$ cat config.mk
export PLATFORM = sky130hd
export DESIGN_NAME = seg7_scan_driver_flat
export DESIGN_NICKNAME = d
export VERILOG_FILES = /design/src/rtl/seg7_scan_driver_pkg.sv /design/src/rtl/seg7_scan_driver_if.sv /design/src/rtl/bcd_to_seg7.sv /design/src/rtl/seg7_scan_driver.sv /design/src/flat_wrapper.sv
export SDC_FILE = /design/constraint.sdc
export NUM_CORES = 1
export LEC_CHECK = 0
export BUFFER_PORTS_ARGS = -buffer_cell sky130_fd_sc_hd__buf_2
export CAP_MARGIN = 25
export CORE_MARGIN = 1
export CORE_UTILIZATION = 45
export CTS_BUF_LIST = sky130_fd_sc_hd__clkbuf_2 sky130_fd_sc_hd__clkbuf_4 sky130_fd_sc_hd__clkbuf_8
export DETAILED_ROUTE_END_ITERATION = 6
export PLACE_DENSITY = 0.65
export REMOVE_ABC_BUFFERS = 1
export SLEW_MARGIN = 20
export SYNTH_ARGS = -nofsm -noshare
export SYNTH_HDL_FRONTEND = slang
export SYNTH_SLANG_ARGS = --single-unit
$ cat constraint.sdc
create_clock -name clk -period 2.3 [get_ports clk]
set_input_delay 0.46 -clock clk [delete_from_list [all_inputs] [get_ports clk]]
set_output_delay 0.46 -clock clk [all_outputs]
set_load 0.05 [all_outputs]
$ cat src/rtl/seg7_scan_driver_pkg.sv
// Shared constants for the 7-segment scan driver: active-low segment codes
// in {g,f,e,d,c,b,a} order (bit 6 = g, bit 0 = a).
package seg7_scan_driver_pkg;

    typedef enum int {
        SEG_A = 0,
        SEG_B = 1,
        SEG_C = 2,
        SEG_D = 3,
        SEG_E = 4,
        SEG_F = 5,
        SEG_G = 6
    } seg_bit_e;

    localparam logic [6:0] SEG_0    = 7'b1000000;
    localparam logic [6:0] SEG_1    = 7'b1111001;
    localparam logic [6:0] SEG_2    = 7'b0100100;
    localparam logic [6:0] SEG_3    = 7'b0110000;
    localparam logic [6:0] SEG_4    = 7'b0011001;
    localparam logic [6:0] SEG_5    = 7'b0010010;
    localparam logic [6:0] SEG_6    = 7'b0000010;
    localparam logic [6:0] SEG_7    = 7'b1111000;
    localparam logic [6:0] SEG_8    = 7'b0000000;
    localparam logic [6:0] SEG_9    = 7'b0010000;
    localparam logic [6:0] SEG_DASH = 7'b0111111;
    localparam logic [6:0] SEG_OFF  = 7'h7F;

endpackage

$ cat src/rtl/seg7_scan_driver_if.sv
// Digit inputs from the counter chain and display pin outputs of the scan driver.
interface seg7_scan_driver_if #(
    parameter int NUM_DIGITS = 4
);
    localparam int IDX_W = $clog2(NUM_DIGITS);

    logic [4*NUM_DIGITS-1:0] digits;
    logic [NUM_DIGITS-1:0]   dp_en;
    logic                    lz_blank;
    logic [6:0]              seg;
    logic                    dp;
    logic [NUM_DIGITS-1:0]   an;
    logic [IDX_W-1:0]        digit_idx;
    logic                    frame_tick;

    modport master (
        output digits, dp_en, lz_blank,
        input  seg, dp, an, digit_idx, frame_tick
    );

    modport slave (
        input  digits, dp_en, lz_blank,
        output seg, dp, an, digit_idx, frame_tick
    );

endinterface

$ cat src/rtl/bcd_to_seg7.sv
// Combinational BCD to active-low 7-segment decode; codes A..F show a dash.
module bcd_to_seg7
    import seg7_scan_driver_pkg::*;
(
    input  logic [3:0] bcd_i,
    output logic [6:0] seg_o
);

    always_comb begin
        seg_o = SEG_DASH;
        case (bcd_i)
            4'd0:    seg_o = SEG_0;
            4'd1:    seg_o = SEG_1;
            4'd2:    seg_o = SEG_2;
            4'd3:    seg_o = SEG_3;
            4'd4:    seg_o = SEG_4;
            4'd5:    seg_o = SEG_5;
            4'd6:    seg_o = SEG_6;
            4'd7:    seg_o = SEG_7;
            4'd8:    seg_o = SEG_8;
            4'd9:    seg_o = SEG_9;
            default: seg_o = SEG_DASH;
        endcase
    end

endmodule

$ cat src/rtl/seg7_scan_driver.sv
// Time-multiplexed 7-segment driver: per-frame snapshot, slot prescaler,
// anti-ghost blanking, leading-zero suppression and registered pin outputs.
module seg7_scan_driver
    import seg7_scan_driver_pkg::*;
#(
    parameter int NUM_DIGITS = 4,
    parameter int SCAN_DIV   = 50000,
    parameter int BLANK_CYC  = 500
) (
    input  logic              clk,
    input  logic              reset,
    seg7_scan_driver_if.slave bus
);

    localparam int IDX_W   = $clog2(NUM_DIGITS);
    localparam int PRESC_W = $clog2(SCAN_DIV);

    logic [PRESC_W-1:0]      presc_q;
    logic [IDX_W-1:0]        idx_q;
    logic [4*NUM_DIGITS-1:0] snap_digits_q;
    logic [NUM_DIGITS-1:0]   snap_dp_q;
    logic                    snap_lz_q;
    logic [6:0]              seg_q;
    logic                    dp_q;
    logic [NUM_DIGITS-1:0]   an_q;
    logic                    frame_tick_q;

    logic [3:0]              digit_arr [NUM_DIGITS];
    logic [NUM_DIGITS-1:1]   upper_zero;
    logic [NUM_DIGITS-1:0]   blank_mask;
    logic [3:0]              cur_digit;
    logic [6:0]              cur_seg;
    logic                    presc_last;
    logic                    idx_last;
    logic                    frame_start;
    logic                    shown;

    genvar gi;
    generate
        for (gi = 0; gi < NUM_DIGITS; gi++) begin : g_digit
            assign digit_arr[gi] = snap_digits_q[4*gi +: 4];
        end

        // A digit is a leading zero when it and every more significant digit are zero.
        for (gi = 1; gi < NUM_DIGITS; gi++) begin : g_lz
            if (gi == NUM_DIGITS - 1) begin : g_top
                assign upper_zero[gi] = (digit_arr[gi] == 4'd0);
            end else begin : g_mid
                assign upper_zero[gi] = (digit_arr[gi] == 4'd0) && upper_zero[gi+1];
            end
            assign blank_mask[gi] = snap_lz_q && upper_zero[gi];
        end
    endgenerate

    assign blank_mask[0] = 1'b0;

    assign presc_last  = (presc_q == PRESC_W'(SCAN_DIV - 1));
    assign idx_last    = (idx_q == IDX_W'(NUM_DIGITS - 1));
    assign frame_start = (presc_q == '0) && (idx_q == '0);
    assign cur_digit   = digit_arr[idx_q];
    assign shown       = (presc_q >= PRESC_W'(BLANK_CYC)) && !blank_mask[idx_q];

    bcd_to_seg7 u_decode (
        .bcd_i (cur_digit),
        .seg_o (cur_seg)
    );

    // Slot 0 of each frame always starts blanked, so decoding the old
    // snapshot on the load cycle never reaches the pins.
    always_ff @(posedge clk or negedge reset) begin
        if (!reset) begin
            presc_q       <= '0;
            idx_q         <= '0;
            snap_digits_q <= '0;
            snap_dp_q     <= '0;
            snap_lz_q     <= 1'b0;
            seg_q         <= SEG_OFF;
            dp_q          <= 1'b1;
            an_q          <= '1;
            frame_tick_q  <= 1'b0;
        end else begin
            if (presc_last) begin
                presc_q <= '0;
                idx_q   <= idx_last ? '0 : idx_q + IDX_W'(1);
            end else begin
                presc_q <= presc_q + PRESC_W'(1);
            end

            if (frame_start) begin
                snap_digits_q <= bus.digits;
                snap_dp_q     <= bus.dp_en;
                snap_lz_q     <= bus.lz_blank;
            end

            frame_tick_q <= frame_start;
            seg_q        <= shown ? cur_seg : SEG_OFF;
            dp_q         <= shown ? ~snap_dp_q[idx_q] : 1'b1;
            an_q         <= shown ? ~(NUM_DIGITS'(1) << idx_q) : '1;
        end
    end

    assign bus.seg        = seg_q;
    assign bus.dp         = dp_q;
    assign bus.an         = an_q;
    assign bus.frame_tick = frame_tick_q;
    assign bus.digit_idx  = idx_q;

endmodule

$ cat src/flat_wrapper.sv
// flat-port wrapper written by rule: the top's interface ports become plain ports
module seg7_scan_driver_flat import seg7_scan_driver_pkg::*;
#(
    parameter int NUM_DIGITS = 4,
    parameter int SCAN_DIV   = 50000,
    parameter int BLANK_CYC  = 500
)
  (clk, reset, bus_digits, bus_dp_en, bus_lz_blank, bus_seg, bus_dp, bus_an, bus_digit_idx, bus_frame_tick);
  seg7_scan_driver_if #(.NUM_DIGITS(NUM_DIGITS)) bus_i ();
  input  logic clk;
  input  logic reset;
  input wire logic [$bits(bus_i.digits)-1:0] bus_digits;
  input wire logic [$bits(bus_i.dp_en)-1:0] bus_dp_en;
  input wire logic [$bits(bus_i.lz_blank)-1:0] bus_lz_blank;
  output wire logic [$bits(bus_i.seg)-1:0] bus_seg;
  output wire logic [$bits(bus_i.dp)-1:0] bus_dp;
  output wire logic [$bits(bus_i.an)-1:0] bus_an;
  output wire logic [$bits(bus_i.digit_idx)-1:0] bus_digit_idx;
  output wire logic [$bits(bus_i.frame_tick)-1:0] bus_frame_tick;
  assign bus_i.digits = bus_digits;
  assign bus_i.dp_en = bus_dp_en;
  assign bus_i.lz_blank = bus_lz_blank;
  assign bus_seg = bus_i.seg;
  assign bus_dp = bus_i.dp;
  assign bus_an = bus_i.an;
  assign bus_digit_idx = bus_i.digit_idx;
  assign bus_frame_tick = bus_i.frame_tick;
  seg7_scan_driver #(.NUM_DIGITS(NUM_DIGITS), .SCAN_DIV(SCAN_DIV), .BLANK_CYC(BLANK_CYC)) u_core (.clk(clk), .reset(reset), .bus(bus_i));
endmodule
Yosys cells after proc, flatten, opt, wreduce, memory -nomap -nowiden

Memory sizes are Yosys's and may differ from the RTL's.
Cells that the tools add are included.

Flip-flop bits (word level): 52
Bits in latches: 0
RAM bits: 0
Memory bits (read-only): 112
Bits of input ports: 23
Output and inout port bits: 15
Logic and storage cells: 46
Memories kept: 1

Memories:

| name             | words | bits a word | rd ports | clocked after memory_dff | wr ports | RTL line          | RTL |
|---|---|---|---|---|---|---|---|
| (name not given) | 16    | 7           | 1        | 0                        | 0        | bcd_to_seg7.sv:11 | `case (bcd_i)` |

Add/sub/neg operators: 2
$mul: 0
Divide/modulo/power cells: 0
Order comparisons: 3
Equality and inequality tests: 2
Shift-type cells: 1
Mux-type cells: 12
Bitwise logic cells: 3
Reductions and logical operators: 13

Operators with widths:

| cell                                                                                 | number |
|---|---|
| 16-bit by 1-bit adder with 16-bit output, second input constant                      | 1 |
| 16-bit == test, second input constant                                                | 1 |
| 16-bit by 9-bit greater-or-equal comparator with 1-bit output, second input constant | 1 |
| 16-bit logical NOT                                                                   | 1 |
| 16-bit 2-to-1 mux                                                                    | 1 |
| 4-bit logical NOT                                                                    | 3 |
| 4-bit 2-to-1 mux                                                                     | 3 |
| 4-bit binary-select mux with 2-bit select                                            | 1 |
| 1-bit logical AND                                                                    | 7 |
| 7-bit 2-to-1 mux                                                                     | 1 |
| 1-bit binary-select mux with 2-bit select                                            | 2 |
| 4-bit NOT                                                                            | 1 |
| 1-bit by 2-bit << shifter with 4-bit output, first input constant                    | 1 |
| 3-bit greater-or-equal comparator, second input constant                             | 1 |
| 2-bit by 3-bit < comparator with 1-bit output, second input constant                 | 1 |
| 1-bit 2-to-1 mux                                                                     | 3 |
| 2-bit NOT with 3-bit output                                                          | 1 |
| 2-bit by 1-bit adder with 2-bit output, second input constant                        | 1 |
| 2-bit == test, second input constant                                                 | 1 |
| 2-bit logical NOT                                                                    | 1 |
| 2-bit 2-to-1 mux                                                                     | 1 |
| 1-bit logical NOT                                                                    | 1 |
| 1-bit NOT                                                                            | 1 |

Longest topological paths before layout

Gate-level depths: netlist (run 1).

Depth after elaboration: 9
Gate-level depth with buffers: 8

Modules after synthesis

From an unflattened synthesis (run 1), not the netlist that was laid out.

Cells, all modules: 216
Area total of the unflattened synthesis: 2692.6 µm²

Modules (own cells, without submodules):

| module           | instances | cells an instance | area each (µm²) | seq. area each (µm²) |
|---|---|---|---|---|
| seg7_scan_driver | 1         | 185               | 2468.6          | 1316.3 |
| bcd_to_seg7      | 1         | 31                | 224.0           | 0.0 |

Worst setup path before layout (run 1)

OpenSTA, ideal clock, no wires.

Path kind: register -> register
From: register u_core.idx_q[1], in the netlist u_core.bus.digit_idx[1]
To: register u_core.seg_q[4], in the netlist u_core.bus.seg[4]
Library setup time: 0.101 ns
Arrival time: 2.301 ns
Path slack: -0.103 ns
Stages on the path, launching flop included: 8
Buffers on the path: 1
Period minus slack after synthesis: 2.403 ns
Cells stage by stage: dfrtp_1 -> buf_2 -> mux4_2 -> inv_1 -> ha_1 -> nor3_1 -> o41ai_1 -> nand3_1

Cells in the longest elaborated chain, start to end: 6

Ends and longest elaborated chain:

| item                                                 | RTL line               | RTL |
|---|---|---|
| from (decl)                                          | seg7_scan_driver.sv:19 | `logic [IDX_W-1:0] idx_q;` |
| from (signal assigned)                               | seg7_scan_driver.sv:84 | `idx_q <= idx_last ? '0 : idx_q + IDX_W'(1);` |
| 2-bit NOT with 3-bit output (not written as such)    | seg7_scan_driver.sv:60 | `assign cur_digit = digit_arr[idx_q];` |
| 4-bit binary-select mux with 2-bit select            | seg7_scan_driver.sv:60 |  |
| 4-bit 2-to-1 mux (not written as such) (2 in series) | seg7_scan_driver.sv:60 |  |
| memory 16 x 7 bit                                    | --                     |  |
| 7-bit 2-to-1 mux *                                   | seg7_scan_driver.sv:96 | `seg_q <= shown ? cur_seg : SEG_OFF;` |
| to (signal assigned)                                 | seg7_scan_driver.sv:96 |  |
| to (decl)                                            | seg7_scan_driver.sv:23 | `logic [6:0] seg_q;` |

Mark *: on every way between the ends. The rest lies on a longest branch, timed or not. The select of a mux whose other input is x is not followed.
A chain may end at the register's enable or synchronous reset.

Worst setup path in the final report (run 1)

Ends and elaborated chain as after synthesis.

==> run summary, run 1 <==
The worst-path maximum fanout is 5. The synthesized netlist devotes 4.49% of its cell area to XOR and XNOR gates. The relative slew slack is 65.2%. TritonCTS built the clock tree. Cells fill 56.0% of the core in the end. The slowest stage of the critical path belongs to the cell sky130_fd_sc_hd__mux4_2. Setup repair after global routing left no endpoint under its margin.

The maximum number of pins on one net before global-route repair is 31. The first detailed-routing pass ran for 4 iterations. The shortest period the worst path allows came out at 2.04 ns. The total instance count after detailed placement is 315.

The worst setup path is launched from a register. In this run, synthesis inferred 0 flip-flops with an integrated enable. The global-route wire length before repair came out at 7850 um. The top-level I/O count is 38. The H-tree was split into 2 levels. The starting density of the core is 48.1%. The run finished with clean final reports. Detailed placement ended at an HPWL of 3320 um. The adder-cell area share of the yosys netlist came out at 5.43%.

The post-detailed-route DRC marker count came out at 0. The critical path arrival is 2.25 ns. The post-place instance area is 0.00284 sq mm. The max-slew violation total from the final report came out at 0. The detail-routed net length per standard cell came out at 13.6 um. In this run, distinct cell masters in the synthesized netlist total 37. The total of cells resized after clock tree synthesis is 0. The most used flip-flop cell after synthesis is sky130_fd_sc_hd__dfrtp_1. The share of the yosys chip area belonging to registers is 51.9%. The final critical path takes up 88.5% of the cycle.

STA classifies the critical path endpoint as a register. During synthesis, Yosys emitted a total of 0 warnings. Ranked by instance count, the synthesized netlist is headed by sky130_fd_sc_hd__dfrtp_1 (40), sky130_fd_sc_hd__mux2_1 (20), sky130_fd_sc_hd__nand3_1 (17).

The worst slack on hold paths is 0.114 ns. The compound-gate portion of the synthesized area is 3.36%. The clock edge transition at the registers on the reported setup and hold paths is 0.10 ns. The fraction of final layout cells sized beyond drive strength 1 is 30.4%. The count of nets after finishing came out at 286.

Buffers added to address setup during post-CTS repair amount to 0. Synthesis inferred 52 register bits. The data required time of the critical path is 2.51 ns. Counting the buffers created by CTS gives 5.

The analysis attributes to cell leakage a power of 1.24 nW. The row count came out at 26. The area of the core is 0.00527 sq mm. The final weighted congestion in routability-driven placement came out at 0.838. The post-synthesis area per instance came out at 12.2 sq um.

The largest vdd supply drop is 0.000322 V. Traced cell by cell, the critical path runs through mux4_2 -> inv_1 -> ha_1 -> nor3_1 -> o41ai_1 -> nand3_1. The post-synthesis share of cell area spent on and, or, nand and nor gates is 16.0%. The number of global-route vias before repair is 1622. In the global route stage, overall resource usage came out at 17.1%. Counting every instance in the synthesized netlist gives 208. The number of hold buffers added after CTS was 0.

The final wirelength came out at 4400 um. The share of Yosys cell area claimed by the top area cell type came out at 39.5%. The tool flagged a number of max-cap violations equal to 0. The number of routed nets with antenna violations came out at 0. The number of clock sinks seen by CTS is 52. The fmax is 491 MHz. The final instance area is 0.00295 sq mm. The share of async-settable or async-resettable flops after synthesis came out at 100%. The transition time of the tightest slew-check pin came out at 0.522 ns.

From bottom edge to top edge, the die measures 77.1 um. For this design the ratio of total power to cell area is 560 mW/mm^2. The setup clock skew after layout came out at 0.00989 ns. The clock passes through at most 2 buffers. The worst setup path is of the register to register kind.

The tightest min-delay check is of the input port to asynchronous set/reset pin type. The number of antenna violations at the first check in global routing came out at 0. The x dimension of the die came out at 77.1 um. The total die area is 0.00594 sq mm. After global routing the overflow that remains totals 0. Summing every instance area after synthesis gives 0.00253 sq mm. The area growth from synthesis to layout is 16.3%.

CTS placed an instance of sky130_fd_sc_hd__clkbuf_8 at the clock tree root. The delay of the slowest cell on the worst path is 0.59 ns. The routed via count divided by cell count is 5.10. Ranked by total cell area, the synthesized netlist is headed by sky130_fd_sc_hd__dfrtp_1 (39%), sky130_fd_sc_hd__dfstp_2 (12%), sky130_fd_sc_hd__mux2_1 (8.9%), sky130_fd_sc_hd__ha_1 (5.4%), sky130_fd_sc_hd__mux4_2 (4.4%). After filler insertion, the fill cell instance count of the layout stands at 477.

The biggest area contributor in the post-synthesis netlist is sky130_fd_sc_hd__dfrtp_1. The count of endpoints failing setup in the final report is 0. By area, the combinational part of the netlist is dominated by simple AND/OR/NAND/NOR gates. The first routing iteration left 120 violations. Of the post-synthesis cell area, the part taken by muxes is 15.4%. The final cell count without fillers is 323. Among all cell types in the netlist, the one instantiated most often is sky130_fd_sc_hd__dfrtp_1. The count of final hold-check violations came out at 0. The clock latency reported for the late side of the worst-skew pair is 0.30 ns. Input and output buffers added on the ports amount to 37.

The total vias in the final route is 1647. The number of diodes is 0.
==> cells in the final DEF, fill, tap and decap left out, types with 4 or more instances in the layout <==
cell type                  count
sky130_fd_sc_hd__dfrtp_1      40
sky130_fd_sc_hd__buf_2        37
sky130_fd_sc_hd__mux2_1       20
sky130_fd_sc_hd__nand3_1      17
sky130_fd_sc_hd__nor2_1       14
sky130_fd_sc_hd__dfstp_2      12
sky130_fd_sc_hd__nand2_1      11
sky130_fd_sc_hd__ha_1         11
sky130_fd_sc_hd__inv_1        10
sky130_fd_sc_hd__xnor2_1       8
sky130_fd_sc_hd__nor3_1        8
sky130_fd_sc_hd__nor4_1        5
sky130_fd_sc_hd__xor2_1        5
sky130_fd_sc_hd__mux4_2        5
sky130_fd_sc_hd__clkbuf_8      5
sky130_fd_sc_hd__buf_4         5
sky130_fd_sc_hd__nand4_1       4
sky130_fd_sc_hd__nor2b_1       4
==> worst max-delay path: cells and delay by family, from the launching register on <==
family	cells	cell delay [ns]
and+or+nand+nor	2	0.18
AOI/OAI and AO/OA	1	0.36
DFF	1	0.47
muxes	1	0.59
buffers and inverters	1	0.15
adders and majority gates	1	0.21
==> layout make-up <==
cell class                 count  area [sq um]  area share (%)
sequential                    52          1320            44.6
timing repair buffer          44           263            8.91
tap                           70          87.6            2.97
clock buffer                   5          68.8            2.33
inverter                      10          37.5            1.27
multi-input combinational    139          1130            38.4
clock inverter                 3          42.5            1.44
==> kinds of logic after synthesis <==
kind of cell             Yosys count
AO/OA/AOI/OAI                     11
XOR/XNOR                          13
adder cells (fa/ha/maj)           11
buffers and inverters             17
flip-flops                        52
multiplexers                      30
AND/OR/NAND/NOR                   74
==> worst paths after layout <==
check                                              from                 endpoint  slack, ns  depth (start not counted)
worst max-delay path            u_core.bus.digit_idx[1]        u_core.bus.seg[4]       0.26                          6
worst min-delay path                              reset  u_core.snap_digits_q[6]       0.11                          1
worst max register to register  u_core.bus.digit_idx[1]        u_core.bus.seg[4]       0.26                          6
worst min register to register      u_core.snap_dp_q[2]      u_core.snap_dp_q[2]       0.50                          1
max in group asynchronous                         reset         u_core.bus.an[0]       1.57                          2
min in group clk                           bus_dp_en[2]      u_core.snap_dp_q[2]       0.36                          2
==> per-stage QoR <==
stage                     worst slack, ns  total power [mW]  setup TNS, ns
after floorplan                    -0.345             0.998          -6.72
after global placement              0.265              1.05              0
after detailed placement            0.262              1.05              0
after CTS                           0.257              1.67              0
after global routing                0.131              1.72              0
final                               0.264              1.65              0
==> power breakdown <==
part	internal (mW)	switching (mW)
clock network	0.322	0.298
registers	0.933	0.0135
logic	0.0413	0.0425
total	1.30	0.354
==> state kept, by name (all words and copies together), names as in the netlist, 2 cells and up <==
signal / count
u_core.snap_dp_q: 4
u_core.snap_digits_q: 16
u_core.presc_q: 16
u_core.bus.seg: 7
u_core.bus.digit_idx: 2
u_core.bus.an: 4
==> routing by layer <==
metal  wire length, um  global-route usage [%]  vias up
li1                  -                       -      817
met1              2220                    24.1      789
met2              1960                    25.9       39
met3               182                    4.05        2
met4                41                    5.66        0
met5                 0                       0        -
Power figures use the tool's default switching activity.
==> run 2: changes to the inputs <==
CORE_ASPECT_RATIO = 1.4   (was unset)
==> run 2 against run 1 <==
Clock skew increased by 0.0061 ns. Wire length increased by 2.5%. Largest cell class unchanged. Sequential power barely moved. Highest routed layer unchanged. Final cell count unchanged. Critical path type unchanged. Global-route usage grew 0.57 points. Sequential share of layout area is 0.37 points higher. Via count rose by 4.4%. Utilization down 2.6 points. Critical path depth stayed put. Combinational power fell by 3.8%. Register-to-register slack improved by 0.02 ns.
==> run summary, run 2 (same netlist as run 1, synthesis figures left out) <==
Outcome: finished, final reports clean (unchanged). The die height is 90.8 um (was 77.1 um). The critical path arrival came out at 2.23 ns (was 2.25 ns). The number of levels the H-tree was split into was 2 (unchanged).

The kind of end point of the critical path is a register (unchanged). The met2 routed wirelength came to 2250 um (was 1960 um). The shortest period the worst path allows came out at 2.01 ns (was 2.04 ns). The number of hold buffers added after cts came to 0 (unchanged). The setup clock skew after layout came to 0.0160 ns (was 0.00989 ns). The most common cell after layout, fill and taps aside is sky130_fd_sc_hd__dfrtp_1 (unchanged).

The top-level I/O count is 38 (unchanged). The routed via count divided by cell count is 5.32 (was 5.10). The row count came out at 32 (was 26). The kind of launch point of the worst setup path was a register (unchanged). The number of diodes was 0 (unchanged). The starting density of the core is 46.2% (was 48.1%). The number of port buffers came out at 37 (unchanged). The total power came out at 1.55 mW (was 1.65 mW).

The transition time of the tightest slew-check pin came out at 0.640 ns (was 0.522 ns). Top library cells by usage in the layout, fill and taps aside: sky130_fd_sc_hd__dfrtp_1 (39), sky130_fd_sc_hd__buf_2 (37), sky130_fd_sc_hd__mux2_1 (20) (was sky130_fd_sc_hd__dfrtp_1 (40), sky130_fd_sc_hd__buf_2 (37), sky130_fd_sc_hd__mux2_1 (20)). The final weighted congestion in routability-driven placement came out at 0.799 (was 0.838). The global-route wire length before repair is 8040 um (was 7850 um). The post-place instance area came out at 0.00284 sq mm (unchanged).

The fraction of final layout cells sized beyond drive strength 1 came to 31.4% (was 30.4%). The fraction of the cycle the final worst path needs came to 87.5% (was 88.5%). The number of routed nets with antenna violations came out at 0 (unchanged).

The first-pass iteration count of the detailed router is 4 (unchanged). The power density over the cells came to 529 mW/mm^2 (was 560 mW/mm^2). The count of nets after finishing came out at 288 (was 286).

The path type of the worst setup path was register to register (unchanged). The number of clock sinks seen by CTS came to 52 (unchanged). The met3 wire length was 175 um (was 182 um). The count of endpoints failing setup in the final report came to 0 (unchanged).

The number of antenna violations at the first check in global routing came out at 0 (unchanged). The clock latency reported for the late side of the worst-skew pair was 0.31 ns (was 0.30 ns). The detail-routed net length per standard cell came to 14.0 um (was 13.6 um). The detailed placement HPWL came out at 3330 um (was 3320 um). The count of final hold-check violations is 0 (unchanged). The fmax is 497 MHz (was 491 MHz).

The final setup TNS came out at 0 ns (unchanged). The worst-path maximum fanout came to 7 (was 5). Setup repair after global routing missed its margin: no (unchanged).

The final instance area is 0.00293 sq mm (was 0.00295 sq mm). The worst min-delay path category was input port to asynchronous set/reset pin (unchanged). The clock buffer count from CTS came out at 5 (unchanged). The highest routed metal layer is met4 (unchanged). The total die area came out at 0.00594 sq mm (about the same). The clock tree from TritonCTS is yes (unchanged). The clock edge transition at the registers on the reported setup and hold paths came out at 0.10 ns (about the same). The leakage component of the power came out at 1.23 nW (was 1.24 nW). The total vias in the final route is 1719 (was 1647).

The synthesis-to-layout area growth came out at 15.5% (was 16.3%). The leftover overflow at the end of global routing came out at 0 (unchanged). The worst slack on hold paths is 0.250 ns (was 0.114 ns). The post-route met1 wirelength is 2010 um (was 2220 um). The number of max-cap violations was 0 (unchanged). The area of the core was 0.00549 sq mm (was 0.00527 sq mm). The number of global-route vias before repair is 1715 (was 1622).

The max-slew violation total from the final report is 0 (unchanged). The maximum number of pins on one net before global-route repair is 53 (was 31). The clock tree root driver cell was sky130_fd_sc_hd__clkbuf_8 (unchanged). The data required time of the critical path is 2.51 ns (about the same). The final standard cell utilization of the core is 53.4% (was 56.0%). The final wirelength is 4510 um (was 4400 um). The first-iteration detailed-routing DRC count was 55 (was 120). The largest vdd supply drop came to 0.000321 V (was 0.000322 V). The x dimension of the die came to 65.4 um (was 77.1 um).

The global routing usage summed across all routing layers was 17.7% (was 17.1%). The number of buffers between clock root and the deepest sink is 2 (unchanged). The post-detailed-route DRC marker count was 0 (unchanged).

The final-layout fill cell count was 471 (was 477). The relative slew slack is 57.3% (was 65.2%).
==> run 2: changes by cell type in the layout (fill, tap and decap cells not counted), sizes merged <==
cell and delta:
bufinv -1, clkbuf +1, buf +2
==> run 2: repair_timing <==
item                                    in CTS  in global routing
resized for setup                            0                  1
buffers inserted                             0                  0
endpoints found under the setup margin       0                  1
==> run 2: worst paths after layout <==
check	startpoint	slack (ns)	depth (start not counted)	to
setup / recovery	u_core.bus.digit_idx[1]	0.29	6	u_core.bus.seg[4]
hold / removal	reset	0.25	2	u_core.presc_q[11]
setup reg to reg	u_core.bus.digit_idx[1]	0.29	6	u_core.bus.seg[4]
hold reg to reg	u_core.snap_dp_q[3]	0.49	1	u_core.snap_dp_q[3]
max in group asynchronous	reset	1.60	2	u_core.bus.digit_idx[1]
min in group clk	bus_digits[4]	0.35	2	u_core.snap_digits_q[4]
==> run 2: power breakdown <==
part | total [mW] | switching (mW) | internal, mW | leakage [nW]
clock network | 0.521 | 0.296 | 0.225 | 0.0446
logic | 0.0806 | 0.0415 | 0.0391 | 0.566
registers | 0.947 | 0.0139 | 0.933 | 0.620
total | 1.55 | 0.351 | 1.20 | 1.23
==> run 2: through the flow <==
stage / setup WS, ns / std cells
2_1_floorplan: -0.345 / 201
3_3_place_gp: 0.288 / 315
3_5_place_dp: 0.260 / 315
4_1_cts: 0.212 / 323
5_1_grt: 0.101 / 323
6_report: 0.287 / 323
==> run 2: area by class of cell <==
type	count	area [sq um]	area share [%]
clock buffer	6	76.3	2.61
clock inverter	2	12.5	0.427
inverter	10	37.5	1.28
multi-input combinational	139	1130	38.7
sequential	52	1320	45.0
tap	68	85.1	2.91
timing repair buffer	46	265	9.06
==> run 2: worst max-delay path, cell delays in order, from the launching register on <==
cell and delay (ns):
sky130_fd_sc_hd__dfrtp_2 0.47, sky130_fd_sc_hd__mux4_2 0.58, sky130_fd_sc_hd__inv_1 0.15, sky130_fd_sc_hd__ha_1 0.20, sky130_fd_sc_hd__nor3_1 0.06, sky130_fd_sc_hd__o41ai_1 0.34
sky130_fd_sc_hd__nand3_1 0.11
==> run 2: routing by layer <==
metal / global-route usage [%] / vias up
met1: 23.2 / 837
li1: - / 822
met4: 6.34 / 0
met3: 3.28 / 9
met5: 0 / -
met2: 28.7 / 51
